File: src/rtl/prefetch_fill_resp_pkg.sv
// Shared constants and FSM state encoding for the D-side prefetch fill responder.
package prefetch_fill_resp_pkg;

  localparam int PFR_PABITS   = 32;
  localparam int PFR_LINE_LEN = 5;
  localparam int PFR_FILT_NUM = 4;
  localparam int PFR_CNT_W    = 16;

  typedef enum logic [2:0] {
    PFR_IDLE   = 3'd0,
    PFR_LOOKUP = 3'd1,
    PFR_CHECK  = 3'd2,
    PFR_REQ    = 3'd3,
    PFR_WAIT   = 3'd4
  } pfr_state_e;

endpackage

File: src/rtl/prefetch_fill_resp_filter.sv
// Recent-line filter: small CAM of line tags with round-robin replacement and flush.
module prefetch_line_filter
  import prefetch_fill_resp_pkg::*;
#(
  parameter int TAG_W    = PFR_PABITS - PFR_LINE_LEN,
  parameter int FILT_NUM = PFR_FILT_NUM
) (
  input  logic             clk,
  input  logic             rst,
  input  logic             flush,
  input  logic [TAG_W-1:0] lkup_tag,
  output logic             hit,
  input  logic             ins,
  input  logic [TAG_W-1:0] ins_tag
);

  localparam int PTR_W = (FILT_NUM > 1) ? $clog2(FILT_NUM) : 1;

  logic [FILT_NUM-1:0] vld;
  logic [TAG_W-1:0]    tags [FILT_NUM];
  logic [PTR_W-1:0]    ptr;

  always_comb begin
    hit = 1'b0;
    for (int i = 0; i < FILT_NUM; i++) begin
      if (vld[i] && (tags[i] == lkup_tag)) hit = 1'b1;
    end
  end

  // Flush wins over a same-cycle insert; the insert is lost and the pointer holds.
  always_ff @(posedge clk) begin
    if (rst) begin
      vld <= '0;
      ptr <= '0;
    end else if (flush) begin
      vld <= '0;
    end else if (ins) begin
      vld[ptr] <= 1'b1;
      ptr      <= (ptr == PTR_W'(FILT_NUM - 1)) ? '0 : ptr + 1'b1;
    end
  end

  always_ff @(posedge clk) begin
    if (!rst && !flush && ins) tags[ptr] <= ins_tag;
  end

endmodule

File: src/rtl/prefetch_fill_resp.sv
// Prefetch request responder: filters redundant lines, issues one line read, streams beats to fill.
//   state  | meaning
//   IDLE   | waiting for a prefetch head; pops it and checks the recent-line filter
//   LOOKUP | probing dcache tags for the latched line
//   CHECK  | sampling probe result; holds a miss while demand owns the refill port
//   REQ    | line read request held until accepted
//   WAIT   | receiving return beats into the fill path
module prefetch_fill_resp
  import prefetch_fill_resp_pkg::*;
#(
  parameter int PABITS   = PFR_PABITS,
  parameter int LINE_LEN = PFR_LINE_LEN,
  parameter int FILT_NUM = PFR_FILT_NUM,
  parameter int CNT_W    = PFR_CNT_W
) (
  input  logic                clk,
  input  logic                rst,
  input  logic                pf_req,
  input  logic [1:0]          pf_pgcl,
  input  logic [PABITS-1:0]   pf_paddr,
  output logic                pf_recv,
  input  logic                demand_busy,
  input  logic                filt_flush,
  output logic                lkup_valid,
  output logic [PABITS-1:0]   lkup_paddr,
  input  logic                lkup_hit,
  output logic                mem_rd_req,
  output logic [PABITS-1:0]   mem_rd_addr,
  output logic [1:0]          mem_rd_pgcl,
  input  logic                mem_rd_addr_ok,
  input  logic                mem_ret_valid,
  input  logic                mem_ret_last,
  input  logic [31:0]         mem_ret_data,
  output logic                fill_wen,
  output logic [PABITS-1:0]   fill_paddr,
  output logic [LINE_LEN-3:0] fill_beat,
  output logic [31:0]         fill_data,
  output logic                fill_done,
  output logic                busy,
  output logic [CNT_W-1:0]    issue_cnt,
  output logic [CNT_W-1:0]    drop_cnt
);

  localparam int TAG_W = PABITS - LINE_LEN;

  pfr_state_e          state, state_nxt;
  logic [PABITS-1:0]   addr_q;
  logic [1:0]          pgcl_q;
  logic                recv_q;
  logic                chk_held;
  logic [LINE_LEN-3:0] beat_q;
  logic [CNT_W-1:0]    issue_cnt_q, drop_cnt_q;
  logic                accept, filt_hit, beat_fire, drop_inc, issue_inc;

  // recv_q blocks back-to-back pops: the prefetcher head only advances a cycle later.
  assign accept    = !rst && (state == PFR_IDLE) && pf_req && !demand_busy && !recv_q;
  assign beat_fire = (state == PFR_WAIT) && mem_ret_valid;

  prefetch_line_filter #(
    .TAG_W    (TAG_W),
    .FILT_NUM (FILT_NUM)
  ) u_filter (
    .clk      (clk),
    .rst      (rst),
    .flush    (filt_flush),
    .lkup_tag (pf_paddr[PABITS-1:LINE_LEN]),
    .hit      (filt_hit),
    .ins      (accept && !filt_hit),
    .ins_tag  (pf_paddr[PABITS-1:LINE_LEN])
  );

  always_comb begin
    state_nxt = state;
    drop_inc  = 1'b0;
    issue_inc = 1'b0;
    case (state)
      PFR_IDLE: begin
        if (accept) begin
          if (filt_hit) drop_inc  = 1'b1;
          else          state_nxt = PFR_LOOKUP;
        end
      end
      PFR_LOOKUP: state_nxt = PFR_CHECK;
      PFR_CHECK: begin
        // lkup_hit is only meaningful on the first CHECK cycle; later cycles hold a miss.
        if (!chk_held && lkup_hit) begin
          drop_inc  = 1'b1;
          state_nxt = PFR_IDLE;
        end else if (!demand_busy) begin
          state_nxt = PFR_REQ;
        end
      end
      PFR_REQ: begin
        if (mem_rd_addr_ok) begin
          issue_inc = 1'b1;
          state_nxt = PFR_WAIT;
        end
      end
      PFR_WAIT: begin
        if (mem_ret_valid && mem_ret_last) state_nxt = PFR_IDLE;
      end
      default: state_nxt = PFR_IDLE;
    endcase
  end

  always_ff @(posedge clk) begin
    if (rst) begin
      state       <= PFR_IDLE;
      addr_q      <= '0;
      pgcl_q      <= '0;
      recv_q      <= 1'b0;
      chk_held    <= 1'b0;
      beat_q      <= '0;
      issue_cnt_q <= '0;
      drop_cnt_q  <= '0;
    end else begin
      state    <= state_nxt;
      recv_q   <= accept;
      chk_held <= (state == PFR_CHECK) && (state_nxt == PFR_CHECK);
      if (accept) begin
        addr_q <= pf_paddr;
        pgcl_q <= pf_pgcl;
      end
      if (issue_inc)      beat_q <= '0;
      else if (beat_fire) beat_q <= beat_q + 1'b1;
      if (issue_inc) issue_cnt_q <= issue_cnt_q + 1'b1;
      if (drop_inc)  drop_cnt_q  <= drop_cnt_q + 1'b1;
    end
  end

  assign pf_recv     = accept;
  assign lkup_valid  = (state == PFR_LOOKUP);
  assign lkup_paddr  = lkup_valid ? addr_q : '0;
  assign mem_rd_req  = (state == PFR_REQ);
  assign mem_rd_addr = mem_rd_req ? addr_q : '0;
  assign mem_rd_pgcl = mem_rd_req ? pgcl_q : '0;
  assign fill_wen    = beat_fire;
  assign fill_paddr  = beat_fire ? addr_q : '0;
  assign fill_beat   = beat_fire ? beat_q : '0;
  assign fill_data   = beat_fire ? mem_ret_data : '0;
  assign fill_done   = beat_fire && mem_ret_last;
  assign busy        = (state != PFR_IDLE);
  assign issue_cnt   = issue_cnt_q;
  assign drop_cnt    = drop_cnt_q;

endmodule

File: config.mk
export PLATFORM = sky130hd
export DESIGN_NAME = prefetch_fill_resp
export DESIGN_NICKNAME = d
export VERILOG_FILES = /design/src/rtl/prefetch_fill_resp_pkg.sv /design/src/rtl/prefetch_fill_resp_filter.sv /design/src/rtl/prefetch_fill_resp.sv
export SDC_FILE = /design/constraint.sdc
export NUM_CORES = 1
export LEC_CHECK = 0
export BUFFER_PORTS_ARGS = -buffer_cell sky130_fd_sc_hd__buf_2
export CORE_ASPECT_RATIO = 0.75
export CORE_MARGIN = 4
export CORE_UTILIZATION = 48
export CTS_CLUSTER_SIZE = 8
export DETAILED_ROUTE_END_ITERATION = 10
export PLACE_DENSITY = 0.76
export SYNTH_ARGS = -nofsm -noshare
export SYNTH_HDL_FRONTEND = slang
export SYNTH_SLANG_ARGS = --single-unit
File: constraint.sdc
create_clock -name clk -period 3.3 [get_ports clk]
set_input_delay 0.495 -clock clk [delete_from_list [all_inputs] [get_ports clk]]
set_output_delay 0.495 -clock clk [all_outputs]
set_load 0.1 [all_outputs]
# Word level (Yosys, flattened, before mapping)
# Memory sizes are Yosys's and may differ from the RTL's.
# Index checks and enable logic that the tools add are counted.
dict set report totals {
  regBits 80
  latchBits 0
  ramBits 108
  rom_bits 0
  memories 1
}
dict set report op_classes {
  addsub 4
  n_mul 0
  n_div 0
  n_lt_le_gt_ge 2
  n_eq_ne 10
  n_shift 0
  n_mux 28
  bitwise 2
  reduce_logical 28
}
# name words word_bits rd rd_clocked_by_memory_dff wr line
set memory_table {}
lappend memory_table {u_filter.tags 4 27 4 0 1 prefetch_fill_resp_filter.sv:20} ;# logic [TAG_W-1:0] tags [FILT_NUM];
# cell count
set ops {}
lappend ops {{two-way mux 32 bit} 4}
lappend ops {{== test 27 bit} 4}
lappend ops {{adder 16 x 1 -> 16 bit (second input constant)} 2}
lappend ops {{two-way mux 3 bit} 7}
lappend ops {{logical AND 1 bit} 17}
lappend ops {{one-hot mux 3 bit (5 select lines)} 1}
lappend ops {{two-way mux 1 bit} 12}
lappend ops {{== test 3 x 2 -> 1 bit (second input constant)} 3}
lappend ops {{zero test 1 bit} 6}
lappend ops {{two-way mux 2 bit} 2}
lappend ops {{bitwise OR 4 bit} 1}
lappend ops {{OR reduction 2 bit} 2}
lappend ops {{adder 3 x 1 -> 3 bit (second input constant)} 1}
lappend ops {{== test 3 x 1 -> 1 bit (second input constant)} 1}
lappend ops {{== test 3 bit (second input constant)} 1}
lappend ops {{zero test 3 bit} 1}
lappend ops {{< comparator 2 x 3 -> 1 bit (second input constant)} 1}
lappend ops {{nonzero test 3 bit} 1}
lappend ops {{adder 2 x 1 -> 2 bit (second input constant)} 1}
lappend ops {{demux 1 bit (select 2 bit)} 1}
lappend ops {{== test 2 bit (second input constant)} 1}
lappend ops {{greater-or-equal comparator 2 x 1 -> 1 bit (second input constant)} 1}
lappend ops {{one-hot mux 1 bit (2 select lines)} 1}
lappend ops {{AND reduction 2 bit} 1}
lappend ops {{inverter 1 bit} 1}

# Logic depth before layout (Yosys ltp)
# Gate-level depths: netlist of the first run.
dict set report depth {
  depth_word 11
  mapped_depth 10
  ltp_nobuf 7
}

# Modules after synthesis
# Synthesis of the first run repeated with hierarchy kept, for this count alone.
dict set report unflattened {
  hier_cells 816
  hier_area_um2 8862.2
}
# module instances cells_per_inst area_per_inst_um2 seq_area_each_um2
set modules_own_cells {}
lappend modules_own_cells {prefetch_line_filter 1 282 4748.3 3363.2}
lappend modules_own_cells {prefetch_fill_resp 1 534 4113.9 1481.4}

# Worst setup path before layout of the first run
# No wires, ideal clock.
dict set report synth_timing {
  kind {reg-to-output}
  start {reg state[0]}
  end {out fill_data[22]}
  arrival_time_ps 2764
  t_required_ps 2805
  path_slack_ps 41
  stages_incl_launch_ff 6
  path_buffers 2
  cell_sequence {dfxtp_1 -> nor2_1 -> and3_1 -> clkbuf_1 -> clkbuf_1 -> and2_1}
}
dict set report synth_between {
  elab_chain_cells 3
}
# element line
set synth_lines {}
lappend synth_lines {{from (decl)} prefetch_fill_resp.sv:46} ;# pfr_state_e state, state_nxt;
lappend synth_lines {{from (signal assigned)} prefetch_fill_resp.sv:117} ;# state <= state_nxt;
lappend synth_lines {{== test 3 bit} prefetch_fill_resp.sv:57} ;# assign beat_fire = (state == PFR_WAIT) && mem_ret_valid;
lappend synth_lines {{logical AND 1 bit} prefetch_fill_resp.sv:57}
lappend synth_lines {{via fill_wen} prefetch_fill_resp.sv:34} ;# output logic fill_wen,
lappend synth_lines {{two-way mux 32 bit} prefetch_fill_resp.sv:140} ;# assign fill_data = beat_fire ? mem_ret_data : '0;
lappend synth_lines {{to (decl)} prefetch_fill_resp.sv:37} ;# output logic [31:0] fill_data,
# The timed path passes the listed nets, and every way through them passes these cells.

==> results.md, run 1 <==
* Antenna violations before repair at 1
* Synthesis-stage register bit count at approximately 190
* Peak Freq at 332 MHz
* Initial DRT Pass Iterations at 5
* Initial core utilization at about half
* Port Buf Inserts at 245
* I/O pin cnt at 246
* Core area at 18,500 um2
* Initial DRC count at approximately 570
* Register area share after synthesis at 53.4%
* Startpoint types: register
* Hpwl dp at 18.1 mm
* RSZ-0062 raised after global routing: no
* Post-synthesis simple-gate area fraction at 22.8%
* Vias in the first global route at between 6,000 and 7,000
* Max IR drop VDD at 0.000362 V
* Synth area leaders: edfxtp_1 (36%), dfxtp_1 (18%), and2_1 (9.3%), xnor2_1 (6.2%), xor2_1 (5.7%)
* Placed Area at between 10,000 and 15,000 um2
* Synth Area in Adders at 0.966%
* Max_cap viols at 0
* Cell Rows at 43
* Gr usage total at 23.2%
* Worst Skew at approximately 12 ps
* Tmin final at 3010 ps
* WP data arrival at 3330 ps
* Wirelength per Cell at 18.7 um
* Hold_buf cts at 0
* Slew @ Worst Pin at 697 ps
* Largest net degree at the start of global routing at 68
* Worst path required time at 3620 ps
* Leak at 4.66 nW
* Worst slew margin at 53.1%
* Fillers at about 1,500
* Synth top area share at 35.8%
* Final Hold Viols at 0
* CTS tree: done
* CTS buffer count at 17
* Mapped cell area at 9070 um2
* Status: finished, final reports clean
* Final setup vio count at 0
* Grt total ovfl at 0
* Pre-CTS setup slack at 31.6 ps
* Total wire length at about 25 mm
* Root Buffer: clkbuf_16
* Die Wd at 167 um
* Via density at 5.19
* Crit. End Element: register
* Largest family of logic cells by synthesized area: simple AND/OR/NAND/NOR gates
* Setup TNS at 0 ps
* Worst Setup Slack, final at 289 ps
* Share of cells above drive strength 1 at 29.1%
* Synthesized area per cell at 10.5 um2
* Post-synth EDFFs at 108
* Post-CTS repair timing setup buffer count at 0
* PD cells at roughly 460 nW/um2
* Post-DRT Antenna Nets at 0
* Clock tree sinks at roughly 190
* Ys async rst share at 0%
* Pwr Total at 0.00508 W
* Most used DFF post-synth: edfxtp_1
* Synth area leader: edfxtp_1
* Final Core Density at between 50 and 60%
* Hold/Removal Path Class: in -> reg
* Mux share of post-synthesis cell area at 2.06%
* Via count at 6,939
* Top-count cell post-synth: and2_1
* Total Die Area at about 21,000 um2
* # DRC at 0
* CTS resizes at 0
* Mapped Nets at 946
* Pins Over Slew Limit at 0
* First-pass GRT wire length at 38.0 mm
* Clk_lat worst skew at 440 ps
* Clock transition at path regs at ~70 ps
* Maximum fanout along the worst path at 21
* Unique masters post-synth at 50
* Final Cycle Share at 91.2%
* Fin area at 11,100 um2
* # nets final at 1,159
* Synth cell count leaders: and2_1 (135), edfxtp_1 (108), nand2_1 (92)
* CTS HTree Levels at 4
* Cells after synthesis at 864
* Die H at 127 um
* CTS max path bufs at 2
* Ys Warns at 0
* Placer Congestion at approximately 0.92
* Synth Area in Compound Gates at 4.48%
* Area Growth Syn to Fin at 22.1%
* Setup CP Type: reg -> reg
* XOR/XNOR Fraction of Synth Area at 11.9%
[worst paths after layout]
path	start	end	slack [ps]	depth (start not counted)
max	u_filter.tags[0][6]	drop_cnt[7]	290	8
min	pf_paddr[0]	addr_q[0]	260	3
max reg2reg	u_filter.tags[0][6]	drop_cnt[7]	290	8
min reg2reg	pgcl_q[0]	pgcl_q[0]	470	2
[state kept, by name, summed over array words and instances (netlist names)]
register / count
u_filter.ptr: 2
issue_cnt: 16
pgcl_q: 2
recv_q: 1
chk_held: 1
u_filter.vld: 4
addr_q: 32
drop_cnt: 16
u_filter.tags: 108
state: 3
beat_q: 3
[metal layers]
layer	vias to the layer above	track usage, %	routed length, um
met5	-	0	0
met4	0	6.06	389
met3	34	5.72	1970
met2	291	37.5	11600
met1	3270	31.6	11000
li1	3344	-	-
[layout by cell type (no fill, tap or decap), types with 3 or more instances in the layout]
master     netlist  routed
xnor2_1         64      64
inv_6            0       3
buf_2           21     244
nand4_1         28      28
mux2i_1          4       4
a21oi_1          4       4
bufinv_16        0       3
nor3_1           7       7
inv_1            9       8
buf_4            3      14
nand2_1         92      92
a32oi_1          4       4
nor2_1          48      44
nand3_1         16      16
and3_1          10       9
mux2_1           4       4
inv_8            0       3
and2_1         135     135
mux2_2           9       9
buf_12           0       3
nor4_1          16      16
edfxtp_1       108     108
or3_1            7       7
xor2_1          59      59
ha_1             7       7
nor2b_1         13      13
dfxtp_1         80      80
clkbuf_16        0      17
o21ai_0         45      45
nor2_2           0       4
[area by class of cell]
type / count / area (um2) / area share, %
diodes: 1 / 2.50 / 0.0226
clock buffers: 18 / 439 / 3.97
clock inverters: 14 / 203 / 1.83
inverters: 10 / 37.5 / 0.339
multi-input cells: 599 / 3840 / 34.7
flip-flops and latches: 188 / 4840 / 43.8
well taps: 247 / 309 / 2.79
repair buffers: 261 / 1390 / 12.5
[critical path, cell delays in order (launching register included)]
cell	delay, ps
edfxtp_1	400
xnor2_1	160
nand4_1	180
nor4_1	670
nand4_1	260
and4_1	260
buf_4	230
o41ai_2	370
mux2_1	360
[power breakdown]
| group | internal, W | leakage (nW) | total, W | switching, W |
|---|---|---|---|---|
| Sequential | 0.00251 | 1.62 | 0.00255 | 0.0000381 |
| Clock | 0.00125 | 0.310 | 0.00221 | 0.000958 |
| Combinational | 0.000108 | 2.73 | 0.000326 | 0.000218 |
| Total | 0.00386 | 4.66 | 0.00508 | 0.00121 |
[cell families (layout without fill, tap and decap cells)]
logic type	count (synthesis)	after routing
and+or+nand+nor	387	387
DFF	188	188
xor gates and xnor gates	123	123
buffers and inverters	77	303
AOI/OAI and AO/OA	65	65
muxes	17	17
adders and majority gates	7	7
other	0	1
[per-stage QoR]
stage / hold slack (ps) / instances
floorplan: 431 / 864
global route: 260 / 1338
detailed placement: 458 / 1305
CTS: 243 / 1337
finish: 256 / 1338
global placement: 441 / 1305
Power figures use the tool's default switching activity.
==> run 2: changes to the inputs <==
--- a/config.mk
+++ b/config.mk
@@ -12,6 +12,7 @@
 export CTS_CLUSTER_SIZE = 8
 export DETAILED_ROUTE_END_ITERATION = 10
 export PLACE_DENSITY = 0.76
+export REMOVE_ABC_BUFFERS = 1
 export SYNTH_ARGS = -nofsm -noshare
 export SYNTH_HDL_FRONTEND = slang
 export SYNTH_SLANG_ARGS = --single-unit
==> run 2 against run 1 <==
Register-to-register slack gained 200 ps. Sequential power is essentially flat. Combinational power is 1% higher. Global-route usage down 1.1 points. Via count decreased by 1.2%. Final cell count increased by 0.75%. Design area increased by 0.15%. Clock-buffer cell count up 2. Critical path depth is 4 lower. Clock skew is 0.89 ps higher. Critical path type is now reg -> out.
==> results.md, run 2 (synthesized netlist as in run 1, its figures left out) <==
* Placed Area at 10,500 um2 (+0.72%)
* Tmin final at 3040 ps (+27.0 ps)
* Clk_lat worst skew at 430 ps (about the same)
* Initial DRC count at 594 (+4.6%)
* Cell Rows at 43 (unchanged)
* Pins Over Slew Limit at 0 (unchanged)
* Status: finished, final reports clean
* Hold_buf cts at 0 (unchanged)
* Via density at 5.09 (-1.9%)
* Crit-path slowest cell: and3b_1
* Worst slew margin at 41.5% (-12 points)
* Vias in the first global route at 6,598 (+1.1%)
* # DRC at 0 (unchanged)
* Wirelength per Cell at 17.6 um (-5.7%)
* Leak at 4.67 nW (+0.34%)
* CTS max path bufs at 2 (unchanged)
* Regs by FF count: u_filter.tags (108), addr_q (32)
* Clock tree sinks at 188 (unchanged)
* Total wire length at 23.7 mm (-5.0%)
* Final Hold Viols at 0 (unchanged)
* WP buf/inv at 2 (+1)
* PD cells at 444 nW/um2 (-3.3%)
* Initial DRT Pass Iterations at 5 (unchanged)
* Setup CP Type: reg -> out
* Clock transition at path regs at 70 ps (about the same)
* Total Die Area at 21,200 um2 (unchanged)
* Max_cap viols at 0 (unchanged)
* Setup TNS at 0 ps (unchanged)
* Commonest non-fill, non-tap cell in the layout: buf_2
* Root Buffer: clkbuf_16
* Maximum fanout along the worst path at 27 (+29%)
* Core area at 18,500 um2 (unchanged)
* Die Wd at 167 um (unchanged)
* Final Cycle Share at 92.1% (+0.82 points)
* Die H at 127 um (unchanged)
* Placer Congestion at 0.900 (-2.0%)
* CTS buffer count at 17 (unchanged)
* Pre-CTS setup slack at 289 ps (+257 ps)
* CTS HTree Levels at 4 (unchanged)
* Fin area at 11,100 um2 (+0.15%)
* RSZ-0062 raised after global routing: no
* Hpwl dp at 17.2 mm (-5.1%)
* CTS tree: done
* # nets final at 1,169 (+0.86%)
* Worst Setup Slack, final at 262 ps (-27.0 ps)
* WP data arrival at 2540 ps (-790 ps)
* Max IR drop VDD at 0.000299 V (-17%)
* Final setup vio count at 0 (unchanged)
* Post-DRT Antenna Nets at 0 (unchanged)
* Antenna violations before repair at 3 (+2)
* Crit. End Element: output pin
* Gr usage total at 22.0% (-1.1 points)
* Peak Freq at 329 MHz (-0.89%)
* Final Core Density at 59.9% (+0.088 points)
* Via count at 6,857 (-1.2%)
* CTS resizes at 0 (unchanged)
* Port Buf Inserts at 245 (unchanged)
* I/O pin cnt at 246 (unchanged)
* Cell family with most CP delay: buffers and inverters
* Largest net degree at the start of global routing at 58 (-15%)
* Share of cells above drive strength 1 at 29.4% (+0.31 points)
* Worst path required time at 2800 ps (-820 ps)
* CP Cell Sequence: and3b_1 > buf_4 > and2_1 > buf_2
* Startpoint types: register
* Hold/Removal Path Class: in -> reg
* Biggest register: u_filter.tags
* Worst Skew at 12.6 ps (+0.890 ps)
* Critical Path Max Stage Delay at 630 ps (-40 ps)
* Post-CTS repair timing setup buffer count at 0 (unchanged)
* Grt total ovfl at 0 (unchanged)
* Initial core utilization at 49.0% (unchanged)
* First-pass GRT wire length at 36.6 mm (-3.7%)
* Commonest cells after routing, fill and taps aside: buf_2 (244), and2_1 (135), edfxtp_1 (108), nand2_1 (92), dfxtp_1 (80)
* Slew @ Worst Pin at 876 ps (+179 ps)
* Area Growth Syn to Fin at 22.2%
* Max reg flops at 108 (unchanged)
==> run 2: cell count changes in the layout (fill, tap and decap cells not counted), sizes merged <==
cell	change
buf	+10
clkbuf	+2
clkinv	-1
clkinvlp	+2
diode	+1
inv	-4
==> run 2: area by class of cell <==
type,count,area (um2)
inverter,10,37.5
multi-input combinational,599,3840
antenna,2,5.00
fill,1560,7420
clock buffer,20,437
sequential,188,4840
clock inverter,11,144
timing repair buffer,271,1460
tap,247,309
==> run 2: stage by stage <==
stage	hold WS [ps]	std cells	power, W
2_1_floorplan	431	797	0.00275
3_3_place_gp	443	1315	0.00292
3_5_place_dp	451	1315	0.00292
4_1_cts	235	1346	0.00497
5_1_grt	273	1348	0.00509
6_report	263	1348	0.00492
==> run 2: final timing paths <==
| path | from | end | slack, ps | depth (start not counted) |
|---|---|---|---|---|
| hold / removal | pf_paddr[2] | addr_q[2] | 260 | 3 |
| hold reg to reg | pgcl_q[1] | pgcl_q[1] | 460 | 2 |
| setup / recovery | state[1] | mem_rd_addr[3] | 260 | 4 |
| setup reg to reg | u_filter.tags[0][17] | drop_cnt[5] | 490 | 8 |
==> run 2: per-layer routing <==
metal  share of wire, %  track usage (%)
met1                 45             30.2
met5                  0                0
met3                8.0             5.57
met2                 45             35.0
met4                2.0             6.73
==> run 2: tightest hold or removal path: stages <==
cell and delay [ps]:
buf_2 80, nand2_1 40, o21ai_0 50
==> run 2: power breakdown <==
group / leakage (nW) / switching (W) / total (W) / internal [W]
clock: 0.274 / 0.000858 / 0.00204 / 0.00119
sequential: 1.62 / 0.0000320 / 0.00254 / 0.00251
combinational: 2.78 / 0.000220 / 0.000330 / 0.000110
total: 4.67 / 0.00111 / 0.00492 / 0.00381
